--- src/rtl/subtractor_borrow_seq_pkg.sv ---
// Shared definitions for the chunked borrow-ripple subtractor: FSM state
// encoding and the default geometry (N, W and chunk count C = N/W).
package subtractor_borrow_seq_pkg;

    typedef enum logic [1:0] {
        ST_IDLE = 2'd0,
        ST_OP   = 2'd1,
        ST_DONE = 2'd2
    } state_e;

    localparam int N_DEF = 16;
    localparam int W_DEF = 4;
    localparam int C_DEF = N_DEF / W_DEF;

    // Number of W-bit chunks in an N-bit operand.
    function automatic int num_chunks(input int n, input int w);
        return n / w;
    endfunction

endpackage

--- src/rtl/subtractor_borrow_seq_chunk.sv ---
// W-bit subtract-with-borrow: {bout, d} = x - y - bin, evaluated over W+1 bits.
module sub_chunk_borrow #(
    parameter int W = 4
) (
    input  logic [W-1:0] x,
    input  logic [W-1:0] y,
    input  logic         bin,
    output logic [W-1:0] d,
    output logic         bout
);

    logic [W:0] full;

    // The extra top bit goes to 1 exactly when the difference underflows.
    always_comb begin
        full = {1'b0, x} - {1'b0, y} - {{W{1'b0}}, bin};
        d    = full[W-1:0];
        bout = full[W];
    end

endmodule

--- src/rtl/subtractor_borrow_seq.sv ---
// Sequential N-bit unsigned subtractor: one W-bit chunk per clock, LSB chunk
// first, borrow carried between chunks in a register.
module subtractor_borrow_seq
    import subtractor_borrow_seq_pkg::*;
#(
    parameter int N = 16,
    parameter int W = 4
) (
    input  logic         clk,
    input  logic         reset,
    input  logic         start,
    input  logic [N-1:0] a,
    input  logic [N-1:0] b,
    output logic         ready,
    output logic         done_tick,
    output logic [N-1:0] diff,
    output logic         bout
);

    localparam int C  = num_chunks(N, W);
    localparam int IW = (C > 1) ? $clog2(C) : 1;
    localparam logic [IW-1:0] LAST_IDX = IW'(C - 1);

    state_e          state_q, state_d;
    logic [N-1:0]    a_q, a_d, b_q, b_d;
    logic [N-1:0]    work_q, work_d;
    logic [N-1:0]    diff_q, diff_d;
    logic            borrow_q, borrow_d;
    logic            bout_q, bout_d;
    logic [IW-1:0]   idx_q, idx_d;

    logic [W-1:0]    a_chunk, b_chunk, chunk_d;
    logic            chunk_bout;

    // Constant-index chunk mux keeps every part-select static.
    always_comb begin
        a_chunk = '0;
        b_chunk = '0;
        for (int c = 0; c < C; c++) begin
            if (idx_q == IW'(c)) begin
                a_chunk = a_q[c*W +: W];
                b_chunk = b_q[c*W +: W];
            end
        end
    end

    sub_chunk_borrow #(
        .W(W)
    ) u_chunk (
        .x   (a_chunk),
        .y   (b_chunk),
        .bin (borrow_q),
        .d   (chunk_d),
        .bout(chunk_bout)
    );

    always_comb begin
        state_d  = state_q;
        a_d      = a_q;
        b_d      = b_q;
        work_d   = work_q;
        diff_d   = diff_q;
        borrow_d = borrow_q;
        bout_d   = bout_q;
        idx_d    = idx_q;
        case (state_q)
            ST_IDLE: begin
                if (start) begin
                    state_d  = ST_OP;
                    a_d      = a;
                    b_d      = b;
                    work_d   = '0;
                    borrow_d = 1'b0;
                    idx_d    = '0;
                end
            end
            ST_OP: begin
                for (int c = 0; c < C; c++) begin
                    if (idx_q == IW'(c)) begin
                        work_d[c*W +: W] = chunk_d;
                    end
                end
                borrow_d = chunk_bout;
                idx_d    = idx_q + IW'(1);
                // Outputs are published only together with the final chunk.
                if (idx_q == LAST_IDX) begin
                    state_d = ST_DONE;
                    diff_d  = work_d;
                    bout_d  = chunk_bout;
                end
            end
            ST_DONE: state_d = ST_IDLE;
            default: state_d = ST_IDLE;
        endcase
    end

    always_ff @(posedge clk or posedge reset) begin
        if (reset) begin
            state_q  <= ST_IDLE;
            a_q      <= '0;
            b_q      <= '0;
            work_q   <= '0;
            diff_q   <= '0;
            borrow_q <= 1'b0;
            bout_q   <= 1'b0;
            idx_q    <= '0;
        end else begin
            state_q  <= state_d;
            a_q      <= a_d;
            b_q      <= b_d;
            work_q   <= work_d;
            diff_q   <= diff_d;
            borrow_q <= borrow_d;
            bout_q   <= bout_d;
            idx_q    <= idx_d;
        end
    end

    assign ready     = (state_q == ST_IDLE);
    assign done_tick = (state_q == ST_DONE);
    assign diff      = diff_q;
    assign bout      = bout_q;

endmodule

--- config.mk ---
export PLATFORM = sky130hd
export DESIGN_NAME = subtractor_borrow_seq
export DESIGN_NICKNAME = d
export VERILOG_FILES = /design/src/rtl/subtractor_borrow_seq_pkg.sv /design/src/rtl/subtractor_borrow_seq_chunk.sv /design/src/rtl/subtractor_borrow_seq.sv
export SDC_FILE = /design/constraint.sdc
export NUM_CORES = 1
export LEC_CHECK = 0
export ABC_AREA = 0
export BUFFER_PORTS_ARGS = -buffer_cell sky130_fd_sc_hd__buf_2
export CORE_MARGIN = 4
export CORE_UTILIZATION = 52
export CTS_BUF_LIST = sky130_fd_sc_hd__clkbuf_4
export DETAILED_ROUTE_END_ITERATION = 8
export PLACE_DENSITY = 0.78
export SLEW_MARGIN = 20
export SYNTH_ARGS = -nofsm -noshare
export SYNTH_HDL_FRONTEND = slang
export SYNTH_SLANG_ARGS = --single-unit
export TNS_END_PERCENT = 20
--- constraint.sdc ---
create_clock -name clk -period 2.88 [get_ports clk]
set_input_delay 0.576 -clock clk [delete_from_list [all_inputs] [get_ports clk]]
set_output_delay 0.576 -clock clk [all_outputs]
set_load 0.01 [all_outputs]
### After elaboration in Yosys (flattened, before gate mapping)

Index checks and enable logic that the tools add are counted.

* output and inout bits: 19
* flip-flop bits (word level): 70
* word-level logic and storage cells: 46

* equal/unequal tests: 7
* $add $sub $neg: 3
* reduce and logical (&&, ||, !) cells: 7
* muxes and demuxes: 21

Operators by type and width (count)
* two-way mux 4 bit: 12
* case mux 16 bit (2 select lines): 1
* two-way mux 16 bit: 1
* case mux 2 bit (2 select lines): 2
* AND reduction 2 bit: 4
* == test 2 bit (second input constant): 3
* two-way mux 2 bit: 3
* subtractor 4 x 4 -> 5 bit: 1
* subtractor 5 x 1 -> 5 bit: 1
* == test 2 x 1 -> 1 bit (second input constant): 2
* logical NOT 2 bit: 2
* != test 2 bit (second input constant): 2
* adder 2 x 1 -> 2 bit (second input constant): 1
* case mux 1 bit (2 select lines): 1
* nonzero test 2 bit: 1
* two-way mux 1 bit: 1

### Longest topological paths before layout

Gate-level depths: netlist of the first run.

* word-level depth: 9
* gate-level depth with buffers: 15
* depth with buffers taken out: 14

### Hierarchy

Synthesis of the first run repeated with hierarchy kept, for this count alone.

* cell total of the unflattened synthesis: 286
* area, all modules: 3283.1 µm²

Modules (own cells, without submodules)
* subtractor_borrow_seq: instances 1, cells each 262, area an instance 3075.4 µm²
* sub_chunk_borrow: instances 1, cells each 24, area an instance 207.7 µm²

### Worst setup path before layout of the first run

No wires, ideal clock.

* kind: reg-to-reg
* start: register idx_q[1]
* end: register work_q[10]
* cell stages (with the launch flop): 13
* arrival time: 2802 ps
* path buffers: 1
* required time: 2759 ps
* slack: -43 ps
* cell sequence: dfrtp_1 inv_1 ha_1 clkbuf_1 nand3b_1 a21oi_1 a21oi_1 o21ai_0 fa_1 fa_1 xnor2_1 and2_1 a22o_1

* cells in the longest elaborated chain, start to end: 9
* elaborated cells between the ends (all ways): 16

RTL lines
* start: declaration: RTL line subtractor_borrow_seq.sv:30 `logic [IW-1:0] idx_q, idx_d;`
* start signal: assignment: RTL line subtractor_borrow_seq.sv:115 `idx_q <= idx_d;`
* logical NOT 2 bit: RTL line subtractor_borrow_seq.sv:40 `if (idx_q == IW'(c)) begin`
* two-way mux 4 bit (4 in a row): RTL line subtractor_borrow_seq.sv:40
* subtractor 4 x 4 -> 5 bit: RTL line subtractor_borrow_seq_chunk.sv:16 `full = {1'b0, x} - {1'b0, y} - {{W{1'b0}}, bin};`
* subtractor 5 x 1 -> 5 bit: RTL line subtractor_borrow_seq_chunk.sv:16
* two-way mux 4 bit *: RTL line subtractor_borrow_seq.sv:79 `if (idx_q == IW'(c)) begin`
* case mux 16 bit (2 select lines) *: RTL line subtractor_borrow_seq.sv:66 `case (state_q)`
* end signal: assignment: RTL line subtractor_borrow_seq.sv:111 `work_q <= work_d;`
* end: declaration: RTL line subtractor_borrow_seq.sv:26 `logic [N-1:0] work_q, work_d;`

Mark *: on every way between the ends. The rest lies on a longest branch, timed or not.
A chain may end at the register's enable or synchronous reset.

### Worst setup path after layout of the first run

* start: register idx_q[0]
* end: register work_q[6]

Same word-level chain as after synthesis.

==> results of run 1 <==
## logic make-up after synthesis
kind of cell | after synthesis
buffers and inverters | 33
adders and majority gates | 10
xor gates and xnor gates | 3
muxes | 8
DFF | 66
AOI/OAI and AO/OA | 64
and+or+nand+nor | 155
## cell type report
type                            count  area [um2]  area share
Sequential cell                    66        1650       0.460
Clock inverter                      5        21.3     0.00592
Timing Repair Buffer               64         364       0.101
Tap cell                           72        90.1      0.0251
Multi-Input combinational cell    240        1340       0.373
Inverter                           12        45.0      0.0125
Clock buffer                       11        82.6      0.0230
## stage by stage
stage                     total power [mW]   util
after floorplan                       3.65      -
after global placement                4.27  0.614
after detailed placement              4.39  0.614
final                                 4.94  0.637
after CTS                             4.96  0.635
after global routing                  5.42  0.637
## synth_stat cells (all sizes together), types with 3 or more instances
master | n | area (um2)
nand2 | 129 | 484
dfrtp | 66 | 1650
o21ai | 24 | 120
a21oi | 20 | 100
clkbuf | 19 | 71.3
inv | 12 | 45.0
nand3b | 11 | 82.6
a22o | 10 | 87.6
ha | 8 | 100
mux2i | 7 | 70.1
nor2 | 7 | 26.3
a32o | 4 | 40.0
a31o | 3 | 26.3
xnor2 | 3 | 45.1
## power breakdown
part	switching, mW	total (mW)	internal, mW
Combinational	1.62	2.87	1.25
Clock	0.320	0.506	0.186
Sequential	0.239	1.57	1.33
## registers in the layout, indices dropped and copies added, names as in the netlist
name and count:
bout 1, borrow_q 1, work_q 12, state_q 2
a_q 16, diff 16, idx_q 2, b_q 16
## how the worst max path moves through the flow
stage | depth (start not counted) | end | start
final | 12 | work_q[6] | idx_q[0]
after global routing | 13 | diff[15] | idx_q[0]
after CTS | 12 | work_q[6] | idx_q[1]
after detailed placement | 11 | work_q[6] | idx_q[0]
after global placement | 11 | work_q[10] | idx_q[0]
after floorplan | 14 | diff[15] | idx_q[1]
## timing repair
| action | 4_1_cts | 5_1_grt |
|---|---|---|
| resized for setup | 3 | 6 |
| setup endpoints to repair | 8 | 16 |
| gates cloned | 0 | 0 |
| hold endpoints to repair | 0 | 0 |
## layer usage
layer	vias up	track usage
li1	1225	-
met1	1152	0.268
met2	65	0.328
met3	10	0.0505
met4	0	0.0791
met5	-	0
## placed cells by master (no fill, tap or decap), types with 2 or more instances in the layout
| cell | netlist | final |
|---|---|---|
| nand2_1 | 129 | 129 |
| dfrtp_1 | 66 | 65 |
| buf_2 | 1 | 53 |
| o21ai_0 | 24 | 23 |
| a21oi_1 | 20 | 20 |
| inv_1 | 12 | 11 |
| nand3b_1 | 11 | 11 |
| clkbuf_4 | 0 | 11 |
| a22o_1 | 10 | 10 |
| buf_4 | 0 | 9 |
| nor2_1 | 7 | 7 |
| mux2i_1 | 7 | 7 |
| ha_1 | 8 | 6 |
| a32o_1 | 4 | 4 |
| a31o_2 | 3 | 3 |
| clkinv_1 | 0 | 3 |
| nor2b_1 | 2 | 2 |
| and2_1 | 2 | 2 |
| nand3_1 | 2 | 2 |
| fa_2 | 0 | 2 |
| ha_2 | 0 | 2 |
| clkinv_2 | 0 | 2 |
## worst max-delay path, delay by kind of cell (launching register included)
kind	cells	cell delay (ns)
buffers and inverters	1	0.09
flip-flops	1	0.45
AND/OR/NAND/NOR	3	0.39
adder cells (fa/ha/maj)	3	1.01
AO/OA/AOI/OAI	4	0.52
XOR/XNOR	1	0.18
==> results.json, run 1 <==
{
  "min_path_type": "input port to async pin",
  "tritoncts": "yes",
  "antenna_cells": 0,
  "place_ws_ns": -0.0798,
  "r2r-start": "idx_q[0]",
  "dp_cells": 454,
  "grt_remaining_overflow": 0,
  "worst_pin_slew_ns": 0.663,
  "dp.final_hpwl_um": 4980,
  "finalCritPeriodShare": 0.950,
  "path_cells": "inv_1 > ha_2 > nand3b_1 > a21oi_1 > a21oi_1 > nor2_1 > a21oi_1 > fa_2 > fa_2 > xnor2_2 > and2_1 > a22o_1",
  "dr_wl_met3_um": 373,
  "routedWlPerCell_um": 14.6,
  "critical_path_class": "flop to flop",
  "antenna_found_initial": 0,
  "synth_top_family_by_area": "simple AND/OR/NAND/NOR gates",
  "clkLatencyLatePin_ns": 0.41,
  "area_delta_synth_final_pct": 15.9,
  "drive_gt1_frac": 0.229,
  "cp_slowest_cell": "dfrtp_2",
  "num-fill-cells": 502,
  "placementRows": 27,
  "grt_usage": 0.205,
  "reg2reg_depth": 12,
  "die_area_mm2": 0.00727,
  "drt_first_pass_iters": 4,
  "synth_edf_count": 0,
  "num_vias": 2452,
  "syn-num-nets": 384,
  "clock-sinks": 66,
  "layout.cells.non_filler": 470,
  "slew_headroom": 0.558,
  "nets": 438,
  "status": "complete, no violations",
  "fp.coreArea_mm2": 0.00564,
  "synth-seq-area-share": 0.532,
  "powerDensity_mw_per_mm2": 1380,
  "cts_made_buffers": 9,
  "tns_ns": 0,
  "cts_buffer_depth": 2,
  "ir_drop_mv": 0.919,
  "max_stage_delay_ns": 0.45,
  "worst_setup_path_start_kind": "flop",
  "synthMuxAreaShare": 0.0262,
  "path_clk_slew_ns": 0.10,
  "slew_violations": 0,
  "wl_met1_um": 3010,
  "cap_violations": 0,
  "ys_seq_elements": 66,
  "critPathArrivalTime_ns": 3.04,
  "io_buffers": 53,
  "synth-adder-area-share": 0.0452,
  "fin_skew_ns": 0.0101,
  "yosys_warnings": 0,
  "postCtsSetupRepairBufs": 0,
  "die_h_um": 85.3,
  "cts_root_buf": "clkbuf_4",
  "yosysUniqueCellTypes": 27,
  "grt_max_degree": 38,
  "clock.fmax_ghz": 0.365,
  "grt_pass1_vias": 2458,
  "required_ns": 3.19,
  "cpMostUsedCell": "a21oi_1",
  "finalSetupViolations": 0,
  "totalWireLength_um": 6860,
  "die_w_um": 85.3,
  "drtAntennaViolNets": 0,
  "drc": 0,
  "synth_compound_area_frac": 0.131,
  "htreeDepth": 3,
  "rsz0062_at_grt": "true",
  "wl_met2_um": 3360,
  "io_pins": 54,
  "gp_congestion": 0.835,
  "synthFlopType": "dfrtp_1",
  "dr.max_layer_used": "met4",
  "postPlaceCellArea_mm2": 0.00347,
  "whs_ns": 0.251,
  "cts_hold_buf": 0,
  "reg2reg_to": "work_q[6]",
  "initial_core_util": 0.550,
  "synth_xor_xnor_area_share": 0.0145,
  "r2r_slack_ns": 0.14,
  "final-hold-violation-count": 0,
  "synth_area_mm2": 0.00310,
  "first_iter_violations": 143,
  "syn_area_per_cell_um2": 9.15,
  "finalWorstSetupSlack_ns": 0.144,
  "grt_first_pass_wirelength_um": 11700,
  "yosys.area_share.simple": 0.208,
  "period_needed_ns": 2.74,
  "worstPathMaxFanout": 6,
  "async_flop_share": 1.00,
  "synthCells": 339,
  "routed_via_density": 5.22,
  "fin_area_mm2": 0.00360,
  "worst_setup_path_end_kind": "flop",
  "p_leak_nw": 1.88
}
Note: power is estimated with default switching activity, not from simulation.
==> run 2, diff against run 1 <==
CELL_PAD_IN_SITES_DETAIL_PLACEMENT = 0   (was default)
CELL_PAD_IN_SITES_GLOBAL_PLACEMENT = 2   (was default)
CORE_UTILIZATION = 32   (was 52)
PLACE_DENSITY = default   (was 0.78)
PLACE_DENSITY_LB_ADDON = 0.1   (was default)
==> results.json, run 2 (synthesis results as in run 1) <==
{
  "status": "complete, no violations",
  "grt_usage": 0.141,
  "grt_first_pass_wirelength_um": 12500,
  "initial_core_util": 0.333,
  "gp_congestion": 0.786,
  "r2r-start": "idx_q[1]",
  "num-fill-cells": 1000,
  "max_stage_delay_ns": 0.40,
  "path_cells": "inv_2 > ha_4 > buf_4 > nand2_1 > a21oi_1 > a21oi_1 > o21ai_2 > fa_2 > fa_2 > xnor2_2 > and2_1 > a22o_1",
  "die_h_um": 106,
  "finalSetupViolations": 0,
  "drive_gt1_frac": 0.244,
  "period_needed_ns": 2.66,
  "multi_input_area_mm2": 0.00137,
  "crit_start": "idx_q[1]",
  "worstPathMaxFanout": 7,
  "final_cell_mix": "nand2_1 (129), dfrtp_1 (65), buf_2 (53)",
  "layout.cells.non_filler": 530,
  "slew_headroom": 0.528,
  "io_buffers": 53,
  "grt_max_degree": 36,
  "cap_violations": 0,
  "clkLatencyLatePin_ns": 0.41,
  "fin_area_mm2": 0.00374,
  "first_iter_violations": 75,
  "cts_hold_buf": 0,
  "drt_first_pass_iters": 4,
  "clock-sinks": 66,
  "powerDensity_mw_per_mm2": 1380,
  "worst_setup_path_start_kind": "flop",
  "dp_cells": 514,
  "drc": 0,
  "path_clk_slew_ns": 0.12,
  "die_area_mm2": 0.0113,
  "dp.final_hpwl_um": 5330,
  "postPlaceCellArea_mm2": 0.00356,
  "fin_skew_ns": 0.0231,
  "routed_via_density": 4.60,
  "cp_slowest_cell": "fa_2",
  "io_pins": 54,
  "slew_violations": 0,
  "placementRows": 35,
  "antenna_found_initial": 0,
  "tritoncts": "yes",
  "min_path_type": "input port to async pin",
  "htreeDepth": 3,
  "crit_buf_inv": 2,
  "area_delta_synth_final_pct": 20.4,
  "layout_commonest_cell": "nand2_1",
  "p_leak_nw": 1.90,
  "path_delay_family": "adder cells",
  "seq_area_mm2": 0.00165,
  "cts_made_buffers": 9,
  "grt_pass1_vias": 2406,
  "critPathArrivalTime_ns": 2.97,
  "nets": 442,
  "clock.fmax_ghz": 0.376,
  "cts_root_buf": "clkbuf_4",
  "grt_remaining_overflow": 0,
  "finalCritPeriodShare": 0.924,
  "drtAntennaViolNets": 0,
  "cts_buffer_depth": 2,
  "worst_setup_path_end_kind": "flop",
  "fp.coreArea_mm2": 0.00933,
  "final-hold-violation-count": 0,
  "required_ns": 3.19,
  "num_vias": 2438,
  "antenna_cells": 0,
  "critical_path_class": "flop to flop",
  "die_w_um": 106,
  "totalWireLength_um": 7430,
  "routedWlPerCell_um": 14.0,
  "worst_pin_slew_ns": 0.707,
  "ir_drop_mv": 0.464
}
==> run 2: cell types whose count changed in the layout (fill, tap and decap cells not counted), sizes merged <==
cell / delta
bufinv: +1
clkbuf: -1
clkinv: -1
buf: +4
==> run 2: repair_timing <==
item	4_1_cts	5_1_grt
endpoints found under the setup margin	6	21
setup buffers	0	1
pin swaps	0	0
gates cloned	0	0
resized for setup	4	10
==> run 2: cell type report <==
cell class,count,share of cell area
clock buffers,10,0.0201
flip-flops and latches,66,0.442
multi-input cells,240,0.366
repair buffers,68,0.104
well taps,129,0.0432
inverters,12,0.0121
clock inverters,5,0.0124
==> run 2: final timing paths <==
check / to / slack [ns] / depth (start not counted)
worst min register to register: diff[0] / 0.48 / 2
max in group asynchronous: b_q[4] / 1.97 / 3
min in group clk: b_q[12] / 0.35 / 3
worst max-delay path: work_q[2] / 0.22 / 12
worst min-delay path: work_q[7] / 0.27 / 2
worst max register to register: work_q[2] / 0.22 / 12
==> run 2: power by group <==
group          internal, mW  switching, mW
Sequential             1.33          0.235
Combinational          1.32           1.68
Clock                 0.261          0.334
Total                  2.91           2.25
==> run 2: stage by stage <==
step | total power, mW | TNS [ns] | worst slack, ns | utilization | hold slack [ns]
3_5_place_dp | 4.48 | -0.218 | -0.0600 | 0.382 | 0.463
6_report | 5.16 | 0 | 0.219 | 0.401 | 0.266
3_3_place_gp | 4.44 | 0 | 0.0489 | 0.382 | 0.457
5_1_grt | 5.71 | -0.00727 | -0.00616 | 0.401 | 0.292
2_1_floorplan | 3.65 | 0 | 0.0249 | - | 0.446
4_1_cts | 5.16 | 0 | 0.0381 | 0.396 | 0.269
==> run 2: per-layer routing <==
metal  vias to the layer above  wire, um  GRT usage  share of wire
li1                       1232         -          -              -
met2                        44      3280      0.204           0.44
met1                      1154      3770      0.202           0.51
met3                         8       290     0.0437          0.039
met4                         0        93     0.0402          0.013
met5                         -         0          0              0
